<file path="config.mk">
export PLATFORM = sky130hd
export DESIGN_NAME = edit_button_ctrl
export DESIGN_NICKNAME = d
export VERILOG_FILES = /design/src/rtl/numbotron_ui_pkg.sv /design/src/rtl/edit_button_ctrl_debounce.sv /design/src/rtl/edit_button_ctrl.sv
export SDC_FILE = /design/constraint.sdc
export NUM_CORES = 1
export LEC_CHECK = 0
export CORE_MARGIN = 8
export CORE_UTILIZATION = 30
export CTS_CLUSTER_SIZE = 30
export DETAILED_ROUTE_END_ITERATION = 6
export GPL_TIMING_DRIVEN = 1
export PLACE_DENSITY_LB_ADDON = 0.08
export SLEW_MARGIN = 0
export SYNTH_ARGS = -nofsm -noshare
export SYNTH_HDL_FRONTEND = slang
export SYNTH_SLANG_ARGS = --single-unit
</file>
<file path="constraint.sdc">
create_clock -name clk -period 6.5 [get_ports clk]
set_clock_uncertainty 0.2 [all_clocks]
set_input_delay 1.3 -clock clk [delete_from_list [all_inputs] [get_ports clk]]
set_output_delay 1.3 -clock clk [all_outputs]
set_load 0.01 [all_outputs]
</file>
<file path="src/rtl/numbotron_ui_pkg.sv">
// Shared types and default timing for the digit-edit button front end.
// All timing values are in prescaler ticks.
package numbotron_ui_pkg;

    localparam int DEF_CNT_W               = 16;
    localparam int DEF_DEBOUNCE_TICKS      = 4;
    localparam int DEF_LONG_PRESS_TICKS    = 200;
    localparam int DEF_REPEAT_DELAY_TICKS  = 50;
    localparam int DEF_REPEAT_PERIOD_TICKS = 10;
    localparam int DEF_IDLE_TIMEOUT_TICKS  = 1000;

    typedef enum logic [1:0] {
        D_IDLE = 2'd0,
        D_HELD = 2'd1,
        D_LONG = 2'd2
    } digit_state_e;

    typedef enum logic [1:0] {
        S_IDLE   = 2'd0,
        S_FIRST  = 2'd1,
        S_REPEAT = 2'd2
    } sel_state_e;

endpackage

</file>
<file path="src/rtl/edit_button_ctrl_debounce.sv">
// One push-button: two-flop synchroniser, tick-based debouncer and edge strobes.
// After reset, edges stay masked until the button has been seen released.
module button_debounce
    import numbotron_ui_pkg::*;
#(
    parameter int CNT_W          = DEF_CNT_W,
    parameter int DEBOUNCE_TICKS = DEF_DEBOUNCE_TICKS
) (
    input  logic clk,
    input  logic reset,
    input  logic tick_i,
    input  logic btn_raw_i,
    output logic stable_o,
    output logic rise_o,
    output logic fall_o
);

    localparam logic [CNT_W-1:0] DEB_C  = CNT_W'(DEBOUNCE_TICKS);
    localparam logic [CNT_W-1:0] ONE_C  = CNT_W'(1);
    localparam logic [CNT_W-1:0] MAX_C  = {CNT_W{1'b1}};
    localparam logic [CNT_W-1:0] ZERO_C = {CNT_W{1'b0}};

    logic [1:0]       sync_q;
    logic [1:0]       vld_q;
    logic [CNT_W-1:0] cnt_q, cnt_d, cnt_inc_s;
    logic             stable_q, stable_d;
    logic             rise_q, rise_d;
    logic             fall_q, fall_d;
    logic             armed_q, armed_d;

    assign cnt_inc_s = (cnt_q == MAX_C) ? cnt_q : cnt_q + ONE_C;

    // Debounce next-state; vld_q marks when sync_q[1] reflects the real pin
    always_comb begin
        cnt_d    = cnt_q;
        stable_d = stable_q;
        rise_d   = 1'b0;
        fall_d   = 1'b0;
        armed_d  = armed_q | (vld_q[1] & ~sync_q[1] & ~stable_q);
        if (sync_q[1] == stable_q) begin
            cnt_d = ZERO_C;
        end else if (tick_i && (cnt_inc_s == DEB_C)) begin
            cnt_d    = ZERO_C;
            stable_d = sync_q[1];
            rise_d   = sync_q[1] & armed_q;
            fall_d   = ~sync_q[1] & armed_q;
        end else if (tick_i) begin
            cnt_d = cnt_inc_s;
        end else begin
            cnt_d = cnt_q;
        end
    end

    // Synchroniser, debounce state and strobe registers
    always_ff @(posedge clk) begin
        if (reset) begin
            sync_q   <= 2'b00;
            vld_q    <= 2'b00;
            cnt_q    <= ZERO_C;
            stable_q <= 1'b0;
            rise_q   <= 1'b0;
            fall_q   <= 1'b0;
            armed_q  <= 1'b0;
        end else begin
            sync_q   <= {sync_q[0], btn_raw_i};
            vld_q    <= {vld_q[0], 1'b1};
            cnt_q    <= cnt_d;
            stable_q <= stable_d;
            rise_q   <= rise_d;
            fall_q   <= fall_d;
            armed_q  <= armed_d;
        end
    end

    assign stable_o = stable_q;
    assign rise_o   = rise_q;
    assign fall_o   = fall_q;

endmodule

</file>
<file path="src/rtl/edit_button_ctrl.sv">
// Digit-edit button front end: long-press on the digit button, auto-repeat on
// the select button, digit-over-select interlock and edit_active idle timeout.
module edit_button_ctrl
    import numbotron_ui_pkg::*;
#(
    parameter int DEBOUNCE_TICKS      = DEF_DEBOUNCE_TICKS,
    parameter int LONG_PRESS_TICKS    = DEF_LONG_PRESS_TICKS,
    parameter int REPEAT_DELAY_TICKS  = DEF_REPEAT_DELAY_TICKS,
    parameter int REPEAT_PERIOD_TICKS = DEF_REPEAT_PERIOD_TICKS,
    parameter int IDLE_TIMEOUT_TICKS  = DEF_IDLE_TIMEOUT_TICKS,
    parameter int CNT_W               = DEF_CNT_W
) (
    input  logic clk,
    input  logic reset,
    input  logic tick,
    input  logic btn_digit_raw,
    input  logic btn_select_raw,
    output logic inc_digit,
    output logic inc_selection,
    output logic reset_digit,
    output logic edit_active
);

    localparam logic [CNT_W-1:0] LONG_C   = CNT_W'(LONG_PRESS_TICKS);
    localparam logic [CNT_W-1:0] DELAY_C  = CNT_W'(REPEAT_DELAY_TICKS);
    localparam logic [CNT_W-1:0] PERIOD_C = CNT_W'(REPEAT_PERIOD_TICKS);
    localparam logic [CNT_W-1:0] IDLE_C   = CNT_W'(IDLE_TIMEOUT_TICKS);
    localparam logic [CNT_W-1:0] ONE_C    = CNT_W'(1);
    localparam logic [CNT_W-1:0] MAX_C    = {CNT_W{1'b1}};
    localparam logic [CNT_W-1:0] ZERO_C   = {CNT_W{1'b0}};

    logic d_stable_s, d_rise_s, d_fall_s;
    logic s_stable_s, s_rise_s, s_fall_s;

    digit_state_e     d_state_q, d_state_d;
    sel_state_e       s_state_q, s_state_d;
    logic [CNT_W-1:0] hold_q, hold_d, hold_inc_s;
    logic [CNT_W-1:0] rep_q, rep_d, rep_inc_s;
    logic [CNT_W-1:0] idle_q, idle_d, idle_inc_s;
    logic             inc_digit_q, inc_digit_d;
    logic             reset_digit_q, reset_digit_d;
    logic             inc_selection_q, inc_selection_d;
    logic             edit_active_q, edit_active_d;
    logic             sel_pulse_s, any_pulse_s;

    button_debounce #(.CNT_W(CNT_W), .DEBOUNCE_TICKS(DEBOUNCE_TICKS)) u_digit_db (
        .clk(clk), .reset(reset), .tick_i(tick), .btn_raw_i(btn_digit_raw),
        .stable_o(d_stable_s), .rise_o(d_rise_s), .fall_o(d_fall_s)
    );

    button_debounce #(.CNT_W(CNT_W), .DEBOUNCE_TICKS(DEBOUNCE_TICKS)) u_select_db (
        .clk(clk), .reset(reset), .tick_i(tick), .btn_raw_i(btn_select_raw),
        .stable_o(s_stable_s), .rise_o(s_rise_s), .fall_o(s_fall_s)
    );

    assign hold_inc_s = (hold_q == MAX_C) ? hold_q : hold_q + ONE_C;
    assign rep_inc_s  = (rep_q  == MAX_C) ? rep_q  : rep_q  + ONE_C;
    assign idle_inc_s = (idle_q == MAX_C) ? idle_q : idle_q + ONE_C;

    // Digit FSM: short press acts on release, long press fires once while held
    always_comb begin
        d_state_d     = d_state_q;
        hold_d        = hold_q;
        inc_digit_d   = 1'b0;
        reset_digit_d = 1'b0;
        case (d_state_q)
            D_IDLE: begin
                if (d_rise_s) begin
                    d_state_d = D_HELD;
                    hold_d    = ZERO_C;
                end else begin
                    d_state_d = D_IDLE;
                end
            end
            D_HELD: begin
                if (d_fall_s) begin
                    inc_digit_d = 1'b1;
                    d_state_d   = D_IDLE;
                end else if (tick && (hold_inc_s == LONG_C)) begin
                    reset_digit_d = 1'b1;
                    hold_d        = hold_inc_s;
                    d_state_d     = D_LONG;
                end else if (tick) begin
                    hold_d = hold_inc_s;
                end else begin
                    hold_d = hold_q;
                end
            end
            D_LONG: begin
                if (d_fall_s) begin
                    d_state_d = D_IDLE;
                end else begin
                    d_state_d = D_LONG;
                end
            end
            default: begin
                d_state_d = D_IDLE;
                hold_d    = ZERO_C;
            end
        endcase
    end

    // Select FSM: pulse on press, after the repeat delay, then every period
    always_comb begin
        s_state_d   = s_state_q;
        rep_d       = rep_q;
        sel_pulse_s = 1'b0;
        case (s_state_q)
            S_IDLE: begin
                if (s_rise_s) begin
                    sel_pulse_s = 1'b1;
                    s_state_d   = S_FIRST;
                    rep_d       = ZERO_C;
                end else begin
                    s_state_d = S_IDLE;
                end
            end
            S_FIRST: begin
                if (s_fall_s) begin
                    s_state_d = S_IDLE;
                end else if (tick && (rep_inc_s == DELAY_C)) begin
                    sel_pulse_s = 1'b1;
                    s_state_d   = S_REPEAT;
                    rep_d       = ZERO_C;
                end else if (tick) begin
                    rep_d = rep_inc_s;
                end else begin
                    rep_d = rep_q;
                end
            end
            S_REPEAT: begin
                if (s_fall_s) begin
                    s_state_d = S_IDLE;
                end else if (tick && (rep_inc_s == PERIOD_C)) begin
                    sel_pulse_s = 1'b1;
                    rep_d       = ZERO_C;
                end else if (tick) begin
                    rep_d = rep_inc_s;
                end else begin
                    rep_d = rep_q;
                end
            end
            default: begin
                s_state_d = S_IDLE;
                rep_d     = ZERO_C;
            end
        endcase
    end

    // Interlock and idle timer; the last term keeps a 1-tick repeat from doubling up
    always_comb begin
        inc_selection_d = sel_pulse_s & ~d_stable_s & ~d_rise_s & ~inc_selection_q;
        any_pulse_s     = inc_digit_d | reset_digit_d | inc_selection_d;
        idle_d          = idle_q;
        edit_active_d   = edit_active_q;
        if (any_pulse_s) begin
            idle_d        = ZERO_C;
            edit_active_d = 1'b1;
        end else if (d_stable_s || s_stable_s) begin
            idle_d = ZERO_C;
        end else if (tick && (idle_q != IDLE_C)) begin
            idle_d        = idle_inc_s;
            edit_active_d = (idle_inc_s == IDLE_C) ? 1'b0 : edit_active_q;
        end else begin
            idle_d = idle_q;
        end
    end

    // State, counter and output registers
    always_ff @(posedge clk) begin
        if (reset) begin
            d_state_q       <= D_IDLE;
            s_state_q       <= S_IDLE;
            hold_q          <= ZERO_C;
            rep_q           <= ZERO_C;
            idle_q          <= ZERO_C;
            inc_digit_q     <= 1'b0;
            reset_digit_q   <= 1'b0;
            inc_selection_q <= 1'b0;
            edit_active_q   <= 1'b0;
        end else begin
            d_state_q       <= d_state_d;
            s_state_q       <= s_state_d;
            hold_q          <= hold_d;
            rep_q           <= rep_d;
            idle_q          <= idle_d;
            inc_digit_q     <= inc_digit_d;
            reset_digit_q   <= reset_digit_d;
            inc_selection_q <= inc_selection_d;
            edit_active_q   <= edit_active_d;
        end
    end

    assign inc_digit     = inc_digit_q;
    assign reset_digit   = reset_digit_q;
    assign inc_selection = inc_selection_q;
    assign edit_active   = edit_active_q;

endmodule

</file>
# --- Word level (Yosys, flattened, before mapping) ---
# Cells that the tools add are included.
op_classes:
  addsub: 5
  bitwise_logic: 26
  n_eq_ne: 28
  mux: 44
  reduce_logical: 22
ops:
  columns: ["cell", "n"]
  rows:
  - ["16-bit two-way mux", 15]
  - ["16-bit one-hot mux with 3 select lines", 2]
  - ["16-bit by 1-bit adder with 16-bit output, second input constant", 5]
  - ["16-bit equality test, second input constant", 5]
  - ["16-bit by 3-bit equality test with 1-bit output, second input constant", 2]
  - ["1-bit two-way mux", 18]
  - ["16-bit by 10-bit equality test with 1-bit output, second input constant", 1]
  - ["16-bit by 4-bit equality test with 1-bit output, second input constant", 1]
  - ["16-bit by 6-bit equality test with 1-bit output, second input constant", 1]
  - ["16-bit by 8-bit equality test with 1-bit output, second input constant", 1]
  - ["16-bit by 10-bit inequality test with 1-bit output, second input constant", 1]
  - ["3-bit OR reduction", 5]
  - ["2-bit two-way mux", 6]
  - ["2-bit one-hot mux with 3 select lines", 2]
  - ["1-bit AND", 11]
  - ["1-bit inverter", 11]
  - ["2-bit inequality test, second input constant", 4]
  - ["1-bit logical AND", 6]
  - ["2-bit by 1-bit inequality test with 1-bit output, second input constant", 3]
  - ["3-bit by 2-bit inequality test with 1-bit output, second input constant", 2]
  - ["2-bit AND reduction", 3]
  - ["3-bit AND reduction", 2]
  - ["2-bit by 1-bit equality test with 1-bit output, second input constant", 2]
  - ["2-bit equality test, second input constant", 2]
  - ["8 further kinds", 14]
word_totals:
  ff_bits: 104
  in_bits: 5
  elab_cells: 150
  out_inout_bits: 4

# --- Depth between registers and ports, before layout ---
depth:
  depth_word: 13
  depth_mapped: 11
  depth_no_buf: 10

# --- Cells and area by module ---
# Synthesis repeated with hierarchy kept, for this count alone.
unflattened:
  cells_unflattened: 866
  hier_area_um2: 6916.6
modules_own_cells:
  columns: ["mod", "seq_area_each_um2", "cells_per_inst", "instances", "area_per_inst_um2"]
  rows:
  - ["edit_button_ctrl", 1121.1, 542, 1, 4139.0]
  - ["button_debounce", 480.5, 162, 2, 1388.8]

# --- Worst setup path after synthesis ---
# Ideal clock, no wire load.
synth_path:
  path_kind: "in2reg"
  startpoint: "input port tick"
  endpoint: "register u_digit_db.cnt_q[11]"
  setup_time_ns: 0.117
  path_buffers: 1
  stages: 7
  t_arrival_ns: 2.845
  slack_ns: 3.338
  t_required_ns: 6.183
  cell_sequence: "inv_1 > nor2_1 > nand4_1 > or4_1 > nand2_2 > buf_2 > nor2_1"
synth_between:
  elab_chain_cells: 2
synth_rtl:
  columns: ["item", "line", "text"]
  rows:
  - ["from (decl)", "edit_button_ctrl.sv:15", "input logic tick,"]
  - ["1-bit logical AND", "edit_button_ctrl_debounce.sv:42", "end else if (tick_i && (cnt_inc_s == DEB_C)) begin"]
  - ["3-bit OR reduction (no source line)", null, null]
  - ["to (signal assigned)", "edit_button_ctrl_debounce.sv:67", "cnt_q <= cnt_d;"]
  - ["to (decl)", "edit_button_ctrl_debounce.sv:25", "logic [CNT_W-1:0] cnt_q, cnt_d, cnt_inc_s;"]
# Several ways; a longest one is shown, not always the timed one.
# A chain may end at the register's enable or synchronous reset.

# --- Worst setup path after layout ---
layout_path:
  startpoint: "input port tick"
  endpoint: "register u_digit_db.cnt_q[8]"
# Same word-level chain as after synthesis.

==> qor.csv <==
stage,metric,value,unit
run_status,status,completed,
placement,pre-CTS setup slack,1.891,ns
timing,RSZ-0062 raised after global routing,no,
worst_setup_path,CP max FO,15,
logic_synthesis,number of enable flip-flop cells after synthesis,0,
global_route,vias in the first global route,5296,
clocking,"Clk pin slew, worst setup/hold paths",0.07,ns
route,ANT nets after route,0,
min_path,HP Class,flip-flop to flip-flop,
floorplan,die height,160.9,µm
logic_synthesis,register area share after synthesis,0.3243,
worst_setup_path,CP most frequent cell,nor2_1,
timing,Tmin final,4.166,ns
clocking,clock sink count,102,
floorplan,Die ar.,25880,µm²
route,routed wire length,16.00,mm
worst_setup_path,CP Launch Type,input port,
timing,final critical-path setup slack,2.334,ns
final_layout,Non-Filler Instances,1072,
placement,Port-buffer cells,8,
final_layout,nets,811,
placement,DP Cell Count,1056,
logic_synthesis,Compound-Gate Fraction of Synth Area,0.1616,
global_route,initial antenna violation count,0,
placement,Placer Congestion,0.7884,
timing,final worst path period share,0.6409,
logic_synthesis,Synth top area share,0.3243,
timing,FMAX,240.0,MHz
worst_setup_path,WP data arrival,4.20,ns
pwr,power per cell area,174.0,nW/µm²
logic_synthesis,Gate Count Post-Synth,812,
timing,Max-slew headroom,0.3422,
timing,final setup fails,0,
floorplan,die width,160.9,µm
final_layout,Syn-to-layout area delta,8.704,%
pwr,Peak VDD IR,0.0001004,V
logic_synthesis,synthesized area,6296,µm²
worst_setup_path,CP max-delay cell,nor2_1,
worst_setup_path,CP Cell Sequence,clkdlybuf4s50_1 > buf_4 > inv_1 > nor2_1 > nand4_1 > or4_1 > nand2_2 > nor2_1,
clocking,Setup Buffers After CTS,0,
route,Pre-antenna DRT Iters,4,
floorplan,I/O pin cnt,9,
global_route,GRT Overall Usage,0.1252,
logic_synthesis,Post-Synth XOR/XNOR Area,0.07651,
logic_synthesis,multiplexer area fraction after synthesis,0.04332,
final_layout,Fillers,2206,
timing,Min Hold Slack,0.2393,ns
floorplan,Rows,53,
clocking,cts repair resizes,0,
logic_synthesis,post-synthesis simple-gate area fraction,0.3207,
route,DR vias/cell,5.260,
timing,worst-margin pin slew,0.9867,ns
final_layout,cell area after layout,6844,µm²
logic_synthesis,synthesis-stage register bit count,102,
logic_synthesis,Synth Flop Type,dfxtp_1,
route,DRC violations left,0,
placement,DP HPWL,11.18,mm
placement,placed cell area,6568,µm²
worst_setup_path,Worst EP required,6.53,ns
floorplan,Placeable Area,20820,µm²
logic_synthesis,Synth Net Count,831,
job,max cap viols,0,
pwr,total power,1.191,mW
clocking,clock tree from TritonCTS,done,
logic_synthesis,post-synth top area cell,dfxtp_1,
global_route,first-pass GRT wire length,27.26,mm
logic_synthesis,"top cells by count, synth","dfxtp_1, nor2_1, nand2_1",
logic_synthesis,Synth warnings,0,
global_route,largest net degree at the start of global routing,34,
worst_setup_path,Setup Crit Path Kind,input port to flip-flop,
floorplan,initial core utilization,0.3024,
timing,Setup TNS Final,0,ns
clocking,Max clock buf depth,2,
worst_setup_path,CP endpoint kind,flip-flop,
global_route,grt total ovfl,0,
timing,Fin. Hold Viols,0,
route,Vias,5639,
clocking,cts bufs inserted,9,
final_layout,Antenna diodes,0,
clocking,root buffer cell,clkbuf_16,
timing,max-slew violations,0,
clocking,# hold bufs at CTS,0,
logic_synthesis,Yosys cell types,69,
clocking,H-Tree Depth,3,
logic_synthesis,Syn Area/Cell,7.754,µm²
logic_synthesis,"top cells by area, synth","dfxtp_1, nor2_1, nand2_1, a21oi_1, xor2_1",
route,WL/cell,14.92,µm
route,Initial DRC Count,335,
pwr,Leakage,2.164,nW
final_layout,layout cell share with drive strength beyond 1,0.04893,
logic_synthesis,largest family of logic cells by synthesized area,simple AND/OR/NAND/NOR gates,
logic_synthesis,Synth Area in Adders,0.02782,
final_layout,Final Util,0.3287,
clocking,Worst-Skew Late Latency,0.36,ns
logic_synthesis,most numerous cell in the Yosys netlist,dfxtp_1,
logic_synthesis,"FFs w/ async S/R, synth",0,
worst_setup_path,CP max stage delay,0.69,ns
-- final cells by class --
type                            instances  area [µm²]  area share
Tap cell                              275       344.1     0.05027
Multi-Input combinational cell        639        3966      0.5795
Timing Repair Buffer                   12       110.1     0.01609
Clock buffer                           10       229.0     0.03346
Sequential cell                       102        2042      0.2984
Clock inverter                          6       47.55    0.006947
Inverter                               28       105.1     0.01536
-- state kept, by name, summed over array words and instances, names as in the netlist, 2 cells and up --
name and cells:
u_select_db.cnt_q 16, u_digit_db.sync_q 2, d_state_q 2, u_select_db.sync_q 2, rep_q 16, s_state_q 2, hold_q 16, u_digit_db.cnt_q 16
idle_q 16
-- where the power goes --
| group | switching [mW] | internal [mW] | total (mW) | leakage (nW) |
|---|---|---|---|---|
| logic | 0.0239 | 0.0120 | 0.0359 | 1.21 |
| clock network | 0.259 | 0.263 | 0.523 | 0.133 |
| registers | 0.00392 | 0.629 | 0.633 | 0.824 |
| total | 0.287 | 0.904 | 1.19 | 2.16 |
-- cell families (layout without fill, tap and decap cells) --
kind of cell / Yosys count / after routing
and+or+nand+nor: 391 / 391
AOI/OAI and AO/OA: 152 / 152
DFF: 102 / 102
buffers and inverters: 71 / 56
xor gates and xnor gates: 55 / 55
muxes: 27 / 27
adders and majority gates: 14 / 14
-- metal layers --
layer / track usage / vias up / part of all wire
met5: 0 / - / 0
li1: - / 2909 / -
met4: 0.03325 / 0 / 0.011
met3: 0.02176 / 12 / 0.025
met2: 0.2057 / 62 / 0.47
met1: 0.1657 / 2656 / 0.49
-- placed cells by master, fill, tap and decap left out, types with 8 or more instances in the layout --
cell	synthesis	final
dfxtp_1	102	102
nor2_1	87	87
nand2_1	78	78
a21oi_1	56	56
nand3_1	52	52
nor3_1	49	49
xor2_1	32	32
inv_1	28	28
nand4_1	28	28
o21ai_0	28	28
mux2i_1	25	25
xnor2_1	23	23
and4_1	14	14
ha_1	14	14
nor4_1	13	13
and3_1	13	13
nand2b_1	11	11
clkbuf_16	0	9
or3_1	8	8
a211oi_1	8	8
a31oi_1	8	8
clkdlybuf4s50_1	0	8
-- worst paths after layout --
kind | slack (ns) | startpoint | cells after the start | to
min | 0.24 | u_digit_db.vld_q[0] | 1 | u_select_db.vld_q[1]
max | 2.33 | tick | 8 | u_digit_db.cnt_q[8]
min reg2reg | 0.24 | u_digit_db.vld_q[0] | 1 | u_select_db.vld_q[1]
max reg2reg | 2.39 | rep_q[0] | 9 | rep_q[15]
-- critical path, delay by kind of cell --
family / cells / cell delay (ns)
buffers and inverters: 3 / 1.01
and+or+nand+nor: 5 / 1.87
Note: power is estimated with default switching activity, not from simulation.
